[config.mk]
export PLATFORM = sky130hd
export DESIGN_NAME = mc_read_streamer
export DESIGN_NICKNAME = d
export VERILOG_FILES = /design/src/rtl/mc_pkg.sv /design/src/rtl/mc_read_streamer_fifo.sv /design/src/rtl/mc_read_streamer.sv
export SDC_FILE = /design/constraint.sdc
export NUM_CORES = 2
export LEC_CHECK = 0
export CAP_MARGIN = 30
export CORE_ASPECT_RATIO = 1.1
export CORE_UTILIZATION = 45
export CTS_CLUSTER_DIAMETER = 40
export CTS_CLUSTER_SIZE = 10
export DETAILED_ROUTE_END_ITERATION = 10
export PLACE_DENSITY = 0.68
export SYNTH_ARGS = -nofsm -noshare
export SYNTH_HDL_FRONTEND = slang
export SYNTH_HIERARCHICAL = 1
export SYNTH_SLANG_ARGS = --single-unit
export TNS_END_PERCENT = 50
[constraint.sdc]
create_clock -name clk -period 12.55 [get_ports clk]
set_clock_uncertainty 0.15 [all_clocks]
set_input_delay 1.255 -clock clk [delete_from_list [all_inputs] [get_ports clk]]
set_output_delay 1.255 -clock clk [all_outputs]
set_load 0.005 [all_outputs]
[src/rtl/mc_pkg.sv]
// Shared constants and types for the MC read streamer.
package mc_pkg;

    localparam logic [2:0] MC_CMD_RD     = 3'd1;
    localparam logic [2:0] MC_CMD_RDDATA = 3'd2;
    localparam logic [1:0] MC_SIZE_8B    = 2'd3;

    typedef enum logic [1:0] {
        IDLE  = 2'd0,
        ISSUE = 2'd1,
        DRAIN = 2'd2,
        DONE  = 2'd3
    } state_e;

    // Byte address of element idx: base + 8*idx, wrapping modulo 2^48.
    function automatic logic [47:0] elem_addr(input logic [47:0] base, input logic [31:0] idx);
        logic [44:0] qword;
        qword = base[47:3] + {13'd0, idx};
        return {qword, 3'b000};
    endfunction

endpackage

[src/rtl/mc_read_streamer_fifo.sv]
// Synchronous first-word-fall-through FIFO holding {tag, data} responses.
module fifo_sync #(
    parameter int WIDTH = 96,
    parameter int DEPTH = 16
) (
    input  logic             clk,
    input  logic             i_reset,
    input  logic             push,
    input  logic [WIDTH-1:0] push_data,
    input  logic             pop,
    output logic             valid,
    output logic [WIDTH-1:0] rd_data
);

    localparam int AW = (DEPTH > 1) ? $clog2(DEPTH) : 1;

    logic [WIDTH-1:0] mem_q [DEPTH];
    logic [AW-1:0]    wr_ptr_q, wr_ptr_d;
    logic [AW-1:0]    rd_ptr_q, rd_ptr_d;
    logic [AW:0]      count_q, count_d;
    logic             do_pop;
    logic             full;

    assign valid   = (count_q != '0);
    assign full    = (count_q == (AW+1)'(DEPTH));
    assign do_pop  = pop & valid;
    assign rd_data = mem_q[rd_ptr_q];

    // Pointer and occupancy update; DEPTH is a power of two so pointers wrap naturally.
    always_comb begin
        wr_ptr_d = wr_ptr_q + AW'(push);
        rd_ptr_d = rd_ptr_q + AW'(do_pop);
        count_d  = count_q + (AW+1)'(push) - (AW+1)'(do_pop);
    end

    // Pointer/occupancy registers; reset empties the FIFO.
    always_ff @(posedge clk) begin
        if (i_reset) begin
            wr_ptr_q <= '0;
            rd_ptr_q <= '0;
            count_q  <= '0;
        end else begin
            wr_ptr_q <= wr_ptr_d;
            rd_ptr_q <= rd_ptr_d;
            count_q  <= count_d;
        end
    end

    // Storage array; contents need no reset since occupancy gates visibility.
    always_ff @(posedge clk) begin
        if (push) begin
            mem_q[wr_ptr_q] <= push_data;
        end
    end

    // Credits bound outstanding reads to DEPTH, so a push into a full FIFO is a design bug.
    always_ff @(posedge clk) begin
        if (!i_reset) begin
            assert (!(push && full));
        end
    end

endmodule

[src/rtl/mc_read_streamer.sv]
// Issues 8-byte MC reads for a (base, count) job and streams responses out.
//
//  state | meaning
//  IDLE  | waiting for start; stray responses are dropped
//  ISSUE | sending reads while credits and elements remain
//  DRAIN | all reads sent; waiting for every element to leave on out_*
//  DONE  | one cycle; raises done on the way back to IDLE
module mc_read_streamer
    import mc_pkg::*;
#(
    parameter int RTNCTL_WIDTH    = 32,
    parameter int MAX_OUTSTANDING = 16
) (
    input  logic                    clk,
    input  logic                    i_reset,
    input  logic                    start,
    input  logic [47:0]             base_addr,
    input  logic [31:0]             elem_count,
    output logic                    busy,
    output logic                    done,
    output logic                    mc_rq_vld,
    output logic [2:0]              mc_rq_cmd,
    output logic [3:0]              mc_rq_scmd,
    output logic [1:0]              mc_rq_size,
    output logic [47:0]             mc_rq_vadr,
    output logic [RTNCTL_WIDTH-1:0] mc_rq_rtnctl,
    output logic [63:0]             mc_rq_data,
    input  logic                    mc_rq_stall,
    input  logic                    mc_rs_vld,
    input  logic [2:0]              mc_rs_cmd,
    input  logic [3:0]              mc_rs_scmd,
    input  logic [63:0]             mc_rs_data,
    input  logic [RTNCTL_WIDTH-1:0] mc_rs_rtnctl,
    output logic                    mc_rs_stall,
    output logic                    mc_rq_flush,
    input  logic                    mc_rs_flush_cmplt,
    output logic                    out_valid,
    input  logic                    out_ready,
    output logic [63:0]             out_data,
    output logic [31:0]             out_tag
);

    localparam int CW = $clog2(MAX_OUTSTANDING) + 1;

    state_e                  state_q, state_d;
    logic [47:0]             base_q, base_d;
    logic [31:0]             count_q, count_d;
    logic [31:0]             idx_q, idx_d;
    logic [31:0]             popped_q, popped_d;
    logic [CW-1:0]           credits_q, credits_d;
    logic                    req_pend_q, req_pend_d;
    logic [47:0]             req_vadr_q, req_vadr_d;
    logic [RTNCTL_WIDTH-1:0] req_rtnctl_q, req_rtnctl_d;
    logic                    busy_q, busy_d;
    logic                    done_q, done_d;

    logic                    send;
    logic                    push;
    logic                    pop;
    logic                    fifo_valid;
    logic [95:0]             fifo_rd;
    logic                    unused_inputs;

    // A prepared request goes out only in a cycle the MC is not stalling.
    assign send = req_pend_q & ~mc_rq_stall;
    assign push = mc_rs_vld & (mc_rs_cmd == MC_CMD_RDDATA) & (state_q != IDLE);
    assign pop  = fifo_valid & out_ready;

    assign unused_inputs = ^{mc_rs_scmd, mc_rs_flush_cmplt};

    // Next-state, counters and the prepared request for the following cycle.
    always_comb begin
        state_d      = state_q;
        base_d       = base_q;
        count_d      = count_q;
        idx_d        = idx_q + 32'(send);
        popped_d     = popped_q + 32'(pop);
        credits_d    = credits_q - CW'(send) + CW'(pop);
        done_d       = 1'b0;

        case (state_q)
            IDLE: begin
                if (start && !done_q) begin
                    base_d   = {base_addr[47:3], 3'b000};
                    count_d  = elem_count;
                    idx_d    = '0;
                    popped_d = '0;
                    state_d  = (elem_count == 32'd0) ? DONE : ISSUE;
                end
            end
            ISSUE: begin
                if (idx_d == count_q) begin
                    state_d = DRAIN;
                end
            end
            DRAIN: begin
                if (popped_q == count_q) begin
                    state_d = DONE;
                end
            end
            DONE: begin
                state_d = IDLE;
                done_d  = 1'b1;
            end
            default: state_d = IDLE;
        endcase

        busy_d       = (state_d != IDLE) | done_d;
        req_pend_d   = (state_d == ISSUE) && (idx_d < count_d) && (credits_d != '0);
        req_vadr_d   = elem_addr(base_d, idx_d);
        req_rtnctl_d = RTNCTL_WIDTH'(idx_d);
    end

    // Single register stage for the FSM, counters and all registered outputs.
    always_ff @(posedge clk) begin
        if (i_reset) begin
            state_q      <= IDLE;
            base_q       <= '0;
            count_q      <= '0;
            idx_q        <= '0;
            popped_q     <= '0;
            credits_q    <= CW'(MAX_OUTSTANDING);
            req_pend_q   <= 1'b0;
            req_vadr_q   <= '0;
            req_rtnctl_q <= '0;
            busy_q       <= 1'b0;
            done_q       <= 1'b0;
        end else begin
            state_q      <= state_d;
            base_q       <= base_d;
            count_q      <= count_d;
            idx_q        <= idx_d;
            popped_q     <= popped_d;
            credits_q    <= credits_d;
            req_pend_q   <= req_pend_d;
            req_vadr_q   <= req_vadr_d;
            req_rtnctl_q <= req_rtnctl_d;
            busy_q       <= busy_d;
            done_q       <= done_d;
        end
    end

    fifo_sync #(
        .WIDTH (96),
        .DEPTH (MAX_OUTSTANDING)
    ) u_rsp_fifo (
        .clk       (clk),
        .i_reset   (i_reset),
        .push      (push),
        .push_data ({32'(mc_rs_rtnctl), mc_rs_data}),
        .pop       (pop),
        .valid     (fifo_valid),
        .rd_data   (fifo_rd)
    );

    assign busy         = busy_q;
    assign done         = done_q;
    assign mc_rq_vld    = send;
    assign mc_rq_cmd    = send ? MC_CMD_RD : 3'd0;
    assign mc_rq_scmd   = 4'd0;
    assign mc_rq_size   = send ? MC_SIZE_8B : 2'd0;
    assign mc_rq_vadr   = req_vadr_q;
    assign mc_rq_rtnctl = req_rtnctl_q;
    assign mc_rq_data   = 64'd0;
    assign mc_rs_stall  = 1'b0;
    assign mc_rq_flush  = 1'b0;
    assign out_valid    = fifo_valid;
    assign out_data     = fifo_rd[63:0];
    assign out_tag      = fifo_rd[95:64];

endmodule

# Yosys cells after proc, flatten, opt, wreduce, memory -nomap -nowiden
# Memory sizes are Yosys's and may differ from the RTL's. A register that Yosys moved wholly into a read port is not among the register bits.
# Index checks and enable logic that the tools add are counted.
[classes]
addsub = 9
n_bitwise = 7
eq_ne = 7
n_reduce_logical = 10
mux = 19
n_lt_le_gt_ge = 1
[ops]
columns = ["cell", "n"]
rows = [
  ["32-bit two-way mux", 6],
  ["48-bit two-way mux", 2],
  ["32-bit by 1-bit adder with 32-bit output", 2],
  ["32-bit == test", 2],
  ["45-bit by 32-bit adder with 45-bit output", 1],
  ["32-bit logical NOT", 1],
  ["32-bit less-than comparator", 1],
  ["5-bit by 1-bit adder with 5-bit output", 2],
  ["2-bit two-way mux", 5],
  ["5-bit nonzero test", 2],
  ["5-bit by 1-bit subtractor with 5-bit output", 2],
  ["4-bit by 1-bit adder with 4-bit output", 2],
  ["2-bit one-hot mux with 4 select lines", 1],
  ["1-bit bitwise AND", 5],
  ["2-bit by 1-bit == test with 1-bit output (second input constant)", 2],
  ["2-bit == test (second input constant)", 2],
  ["1-bit two-way mux", 4],
  ["4-bit two-way mux", 1],
  ["2-bit nonzero test", 2],
  ["3-bit by 2-bit == test with 1-bit output (second input constant)", 1],
  ["1-bit logical AND", 3],
  ["2-bit logical NOT", 1],
  ["1-bit logical NOT", 1],
  ["1-bit inverter", 1],
  ["1-bit OR", 1],
]
[totals]
wordCells = 68
ramBits = 1536
register_bits = 212
n_memories = 1
output_inout_bits = 255
input_bits = 190
[memory_table]
columns = ["memory", "depth", "word_bits", "rd", "rd_clocked_by_memory_dff", "wr", "line", "source"]
rows = [
  ["u_rsp_fifo.mem_q", 16, 96, 1, 1, 1, "mc_read_streamer_fifo.sv:17", "logic [WIDTH-1:0] mem_q [DEPTH];"],
]

# Logic depth before layout (Yosys ltp)
[logic_depth]
word_depth = 9
mapped_depth = 19
ltp_nobuf = 17

# By module
# Netlist, hierarchy kept.
[by_module_without_submodules]
columns = ["module", "seq_area_each_um2", "cells_each", "n_inst", "area_per_inst_um2"]
rows = [
  ["fifo_sync", 46384.5, 2433, 1, 58123.2],
  ["mc_read_streamer", 3923.8, 1504, 1, 12151.7],
]

# Worst setup path before layout
# No wires, ideal clock.
[synth_timing]
path_kind = "input -> register"
startpoint = "input mc_rs_cmd[0]"
endpoint = "memory u_rsp_fifo.mem_q[0][0], enable pin"
path_slack_ns = 0.696
setup_time_ns = 0.786
path_stages = 4
arrival_ns = 10.917
required_ns = 11.614
path_buffers = 0
cell_sequence = "nor4bb_1 o21a_1 nand2b_1 nor4_1"
[synth_between]
elab_chain_len = 5
[synth_lines]
columns = ["item", "line", "source"]
rows = [
  ["from (decl)", "mc_read_streamer.sv:30", "input logic [2:0] mc_rs_cmd,"],
  ["3-bit by 2-bit == test with 1-bit output", "mc_read_streamer.sv:66", "assign push = mc_rs_vld & (mc_rs_cmd == MC_CMD_RDDATA) & (state_q != IDLE);"],
  ["1-bit bitwise AND (2 in series)", "mc_read_streamer.sv:66", ""],
  ["via push", "mc_read_streamer.sv:58", "logic push;"],
  ["1-bit two-way mux", "mc_read_streamer_fifo.sv:51", "if (push) begin"],
  ["1-bit two-way mux (implied by the code)", "mc_read_streamer_fifo.sv:52", "mem_q[wr_ptr_q] <= push_data;"],
  ["to (decl)", "mc_read_streamer_fifo.sv:17", ""],
]
# The timed path passes the listed nets, and every way through them passes these cells.

# Worst setup path after layout
[layout_timing]
startpoint = "input mc_rq_stall"
endpoint = "register req_vadr_q[36] (netlist: mc_rq_vadr[36])"
[layout_between]
elab_chain_len = 6
[layout_lines]
columns = ["item", "line", "source"]
rows = [
  ["from (decl)", "mc_read_streamer.sv:28", "input logic mc_rq_stall,"],
  ["1-bit inverter (*)", "mc_read_streamer.sv:65", "assign send = req_pend_q & ~mc_rq_stall;"],
  ["1-bit bitwise AND (*)", "mc_read_streamer.sv:65", ""],
  ["32-bit by 1-bit adder with 32-bit output (*)", "mc_read_streamer.sv:76", "idx_d = idx_q + 32'(send);"],
  ["32-bit two-way mux", "mc_read_streamer.sv:83", "if (start && !done_q) begin"],
  ["32-bit two-way mux (*)", "mc_read_streamer.sv:81", "case (state_q)"],
  ["via idx_d[22]", "mc_read_streamer.sv:48", "logic [31:0] idx_q, idx_d;"],
  ["45-bit by 32-bit adder with 45-bit output (*)", "mc_pkg.sv:18", "qword = base[47:3] + {13'd0, idx};"],
  ["to (signal assigned)", "mc_read_streamer.sv:136", "req_vadr_q <= req_vadr_d;"],
  ["to (decl)", "mc_read_streamer.sv:52", "logic [47:0] req_vadr_q, req_vadr_d;"],
]
# Mark *: on every way through the listed nets, which the timed path passes. The rest lies on a longest branch.
# A chain may end at the register's enable or synchronous reset.

==> implementation parameters <==
Parameter                              Value

Outcome
  Outcome ... finished, final reports clean

STA
  Final critical-path share of the clock period ... 0.516
  Final critical-path required period ... 6.47 ns
  Pins Over Slew Limit ... 0
  Worst hold margin ... 0.310 ns
  RSZ-0062 raised after global routing ... false
  FMAX ... 154 MHz
  Max-Slew Margin vs Limit ... 0.264
  Hold Vio Cnt, Final ... 0
  Setup total negative slack ... 0 ns
  Endpoints failing setup ... 0
  Tightest Pin Transition ... 1.10 ns

Cells and area
  Post-Layout Cell Count ... 6570
  Final net count ... 4669
  Multi-input gate area in the final layout ... 18600 um^2
  Fraction of layout instances using a drive strength above 1 ... 0.178
  Sequential Area ... 50300 um^2
  # fillers ... 12200
  Utilization after layout ... 0.536
  Area growth from synthesis to final layout ... 17.8%

Worst setup path
  Type of the worst setup path ... in -> reg
  Critical-path cell with the highest stage delay ... sky130_fd_sc_hd__nor2b_1
  Critical path capture point type ... flip-flop
  Crit-path max cell delay ... 0.70 ns
  Worst path cell trace ... clkdlybuf4s50_1, nor2b_1, ha_1, nand4_4, nor2_2, and3_1, nand2_1, xnor2_1, nor2_1, ha_1, and3_1, nor2b_1, nand4_1, nor4_1, a2111oi_1, o31ai_1, a21boi_0, nor3_1
  Origin of the worst setup path ... mc_rq_stall
  Crit path arrival time ... 7.07 ns
  Critical Path Fanout Max ... 9
  Worst reg2reg setup slack ... 6.48 ns
  Critical Path RT ... 13.14 ns
  FF-to-FF path depth ... 17
  Type of element launching the critical path ... input pin
  Crit Reg-Reg Endpoint ... mc_rq_vadr[36]
  Beginning of the worst register-to-register path ... req_pend_q
  End of the critical path ... mc_rq_vadr[36]

Yosys
  Synthesized instance count ... 3937
  Count of yosys warnings during synthesis ... 6
  Primary flip-flop cell chosen by synthesis mapping ... sky130_fd_sc_hd__edfxtp_1
  Cell area after synthesis ... 70300 um^2
  Async S/R FF share, synth ... 0
  Post-synthesis cell type count ... 83
  Proportion of synthesized chip area in sequential cells ... 0.716
  Flop and latch count out of synthesis ... 1745
  Avg Inst Size Synth ... 17.8 um^2
  Number of flops mapped to enable cells by yosys ... 1536

Route
  Wire length per cell ... 26.4 um
  Wire length after detailed routing ... 174 mm
  DRT iter0 DRCs ... 3246
  Routed via count divided by cell count ... 5.78
  Vias post-DR ... 38000
  DRT antenna net count ... 0
  Pre-antenna DRT Iters ... 7
  Remaining design rule violation count ... 0

Placement
  HPWL after DPL ... 97.0 mm
  DP Cell Count ... 6230
  Buffers on Ports ... 361
  Placer's final routability congestion estimate ... 0.925

CTS
  Number of buffers added by the clock tree synthesis step ... 223
  Number of post-CTS setup repair buffers ... 0
  Root cell of the clock tree ... sky130_fd_sc_hd__clkbuf_16
  CTS clock-pin slew for the worst setup and hold paths ... 0.05 ns
  Number of gates resized after cts ... 0
  Latest clock arrival within the worst-skew pair ... 0.84 ns
  Sinks on the clock net ... 1745
  Bufs on Longest Clock Path ... 3
  Clock tree from TritonCTS ... yes
  Hold buffer count at CTS ... 0
  Max H-tree Level ... 4

Pwr
  Cell leakage power ... 26.9 nW
  Power density relative to cell area ... 170 nW/um^2
  Design Power ... 14.1 mW
  Peak ir drop on the vdd network ... 0.158 mV

Floorplanning
  Number of core rows ... 151
  Die Height ... 416 um
  Core Footprint ... 155000 um^2
  Starting utilization of the core area ... 0.455
  Die Span X ... 379 um
  Count of pins on the block boundary ... 445
  Overall die area ... 158000 um^2

Global routing
  Total routing usage reported by global routing ... 0.219
  Antenna violations before repair ... 27
  Global route overflow ... 0
  Global-route wire length before repair ... 251 mm
  Maximum number of pins on one net before global-route repair ... 162
  Number of global-route vias before repair ... 38200

Worst hold path
  Worst min-delay path class ... reg -> reg
  Worst hold start ... base_q[33]

Run
  Max_cap viols ... 0
-- synthesized netlist by cell type, types with 9 or more instances --
cell	number	area, um^2
sky130_fd_sc_hd__clkbuf_1	96	360
sky130_fd_sc_hd__nor2_1	218	818
sky130_fd_sc_hd__edfxtp_1	1536	46100
sky130_fd_sc_hd__buf_6	27	304
sky130_fd_sc_hd__o21ai_0	37	185
sky130_fd_sc_hd__a21oi_1	92	460
sky130_fd_sc_hd__nor3_1	37	185
sky130_fd_sc_hd__and3_1	24	150
sky130_fd_sc_hd__xor2_1	54	473
sky130_fd_sc_hd__and4_1	10	87.6
sky130_fd_sc_hd__nand3_1	55	275
sky130_fd_sc_hd__dfxtp_1	209	4180
sky130_fd_sc_hd__nand4_1	35	219
sky130_fd_sc_hd__buf_2	38	190
sky130_fd_sc_hd__nor2b_1	23	144
sky130_fd_sc_hd__nand2_1	283	1060
sky130_fd_sc_hd__buf_1	17	63.8
sky130_fd_sc_hd__nor4_1	31	194
sky130_fd_sc_hd__nand2b_1	17	106
sky130_fd_sc_hd__buf_4	96	721
sky130_fd_sc_hd__a31oi_1	13	81.3
sky130_fd_sc_hd__ha_1	82	1030
sky130_fd_sc_hd__and2_1	10	62.6
sky130_fd_sc_hd__mux4_2	384	8650
sky130_fd_sc_hd__or3_1	9	56.3
sky130_fd_sc_hd__xnor2_1	85	744
sky130_fd_sc_hd__a22oi_1	195	1460
sky130_fd_sc_hd__a211oi_1	9	67.6
sky130_fd_sc_hd__inv_1	34	128
sky130_fd_sc_hd__a21o_1	25	188
sky130_fd_sc_hd__mux2i_1	42	420
-- placed cells by master (no fill, tap or decap), types with 10 or more instances in the layout --
| master | count |
|---|---|
| sky130_fd_sc_hd__nand2b_1 | 17 |
| sky130_fd_sc_hd__a31oi_1 | 13 |
| sky130_fd_sc_hd__nor3_1 | 29 |
| sky130_fd_sc_hd__and4_1 | 10 |
| sky130_fd_sc_hd__mux2i_1 | 42 |
| sky130_fd_sc_hd__xnor2_1 | 85 |
| sky130_fd_sc_hd__dfxtp_1 | 207 |
| sky130_fd_sc_hd__clkinvlp_4 | 11 |
| sky130_fd_sc_hd__a22oi_1 | 195 |
| sky130_fd_sc_hd__nor4_1 | 29 |
| sky130_fd_sc_hd__nand4_1 | 35 |
| sky130_fd_sc_hd__conb_1 | 75 |
| sky130_fd_sc_hd__clkdlybuf4s50_1 | 360 |
| sky130_fd_sc_hd__clkbuf_1 | 27 |
| sky130_fd_sc_hd__a21oi_1 | 92 |
| sky130_fd_sc_hd__inv_1 | 34 |
| sky130_fd_sc_hd__edfxtp_1 | 1536 |
| sky130_fd_sc_hd__and3_1 | 24 |
| sky130_fd_sc_hd__xor2_1 | 54 |
| sky130_fd_sc_hd__nor2b_1 | 21 |
| sky130_fd_sc_hd__a21o_1 | 25 |
| sky130_fd_sc_hd__buf_4 | 55 |
| sky130_fd_sc_hd__clkbuf_16 | 226 |
| sky130_fd_sc_hd__nand2_1 | 282 |
| sky130_fd_sc_hd__clkinv_2 | 17 |
| sky130_fd_sc_hd__clkinv_4 | 11 |
| sky130_fd_sc_hd__buf_16 | 10 |
| sky130_fd_sc_hd__ha_1 | 82 |
| sky130_fd_sc_hd__o21ai_0 | 37 |
| sky130_fd_sc_hd__nor2_1 | 211 |
| sky130_fd_sc_hd__nand3_1 | 55 |
| sky130_fd_sc_hd__mux4_2 | 384 |
-- worst min-delay path by stage --
stage	end	slack, ns	cells past startpoint
after floorplan	base_q[10]	0.29	2
after global placement	base_q[10]	0.30	2
after detailed placement	base_q[19]	0.31	2
after CTS	base_q[19]	0.31	2
after global routing	base_q[21]	0.33	2
final	base_q[33]	0.31	2
-- stage by stage --
stage	setup WS, ns	instance area (um^2)
2_1_floorplan	0.696	70600
3_3_place_gp	5.14	75800
3_5_place_dp	5.38	76000
4_1_cts	6.22	82700
5_1_grt	5.80	82800
6_report	6.08	82800
-- layout make-up --
cell class | instances | share of cell area
inverters | 35 | 0.00159
clock buffers | 255 | 0.0699
clock inverters | 74 | 0.0108
multi-input cells | 1956 | 0.225
well taps | 2065 | 0.0312
flip-flops and latches | 1745 | 0.608
diodes | 7 | 0.000212
repair buffers | 433 | 0.0537
-- worst max-delay path, delay by kind of cell --
family                   cells  cell delay (ns)
buffers and inverters        1             0.40
AND/OR/NAND/NOR             11             3.21
XOR/XNOR                     1             0.20
adder cells (fa/ha/maj)      2             0.86
AO/OA/AOI/OAI                3             1.11
-- power by group --
| part | internal (mW) | switching [mW] | total, mW |
|---|---|---|---|
| logic | 0.997 | 0.861 | 1.86 |
| registers | 6.36 | 0.0711 | 6.43 |
| clock network | 3.41 | 2.36 | 5.77 |
-- registers in the layout, summed over array words and instances (netlist names), 5 cells and up --
register            count
u_rsp_fifo/count_q      5
credits_q               5
mc_rq_rtnctl           32
base_q                 45
count_q                32
u_rsp_fifo/mem_q     1536
mc_rq_vadr             45
popped_q               32
-- per-layer routing --
metal / track usage / wire, um / vias up
met1: 0.292 / 69500 / 19700
met4: 0.0727 / 5090 / 30
met5: 0 / 182 / -
li1: - / - / 16500
met2: 0.354 / 83800 / 1516
met3: 0.0528 / 15100 / 317
-- cell families after synthesis --
logic type | after synthesis | share of synthesized area
AND/OR/NAND/NOR | 793 | 0.0536
flip-flops | 1745 | 0.716
AO/OA/AOI/OAI | 435 | 0.0427
buffers and inverters | 310 | 0.0253
other | 1 | 0.0000534
multiplexers | 428 | 0.129
XOR/XNOR | 140 | 0.0177
adder cells (fa/ha/maj) | 85 | 0.0155
Power figures use the tool's default switching activity.
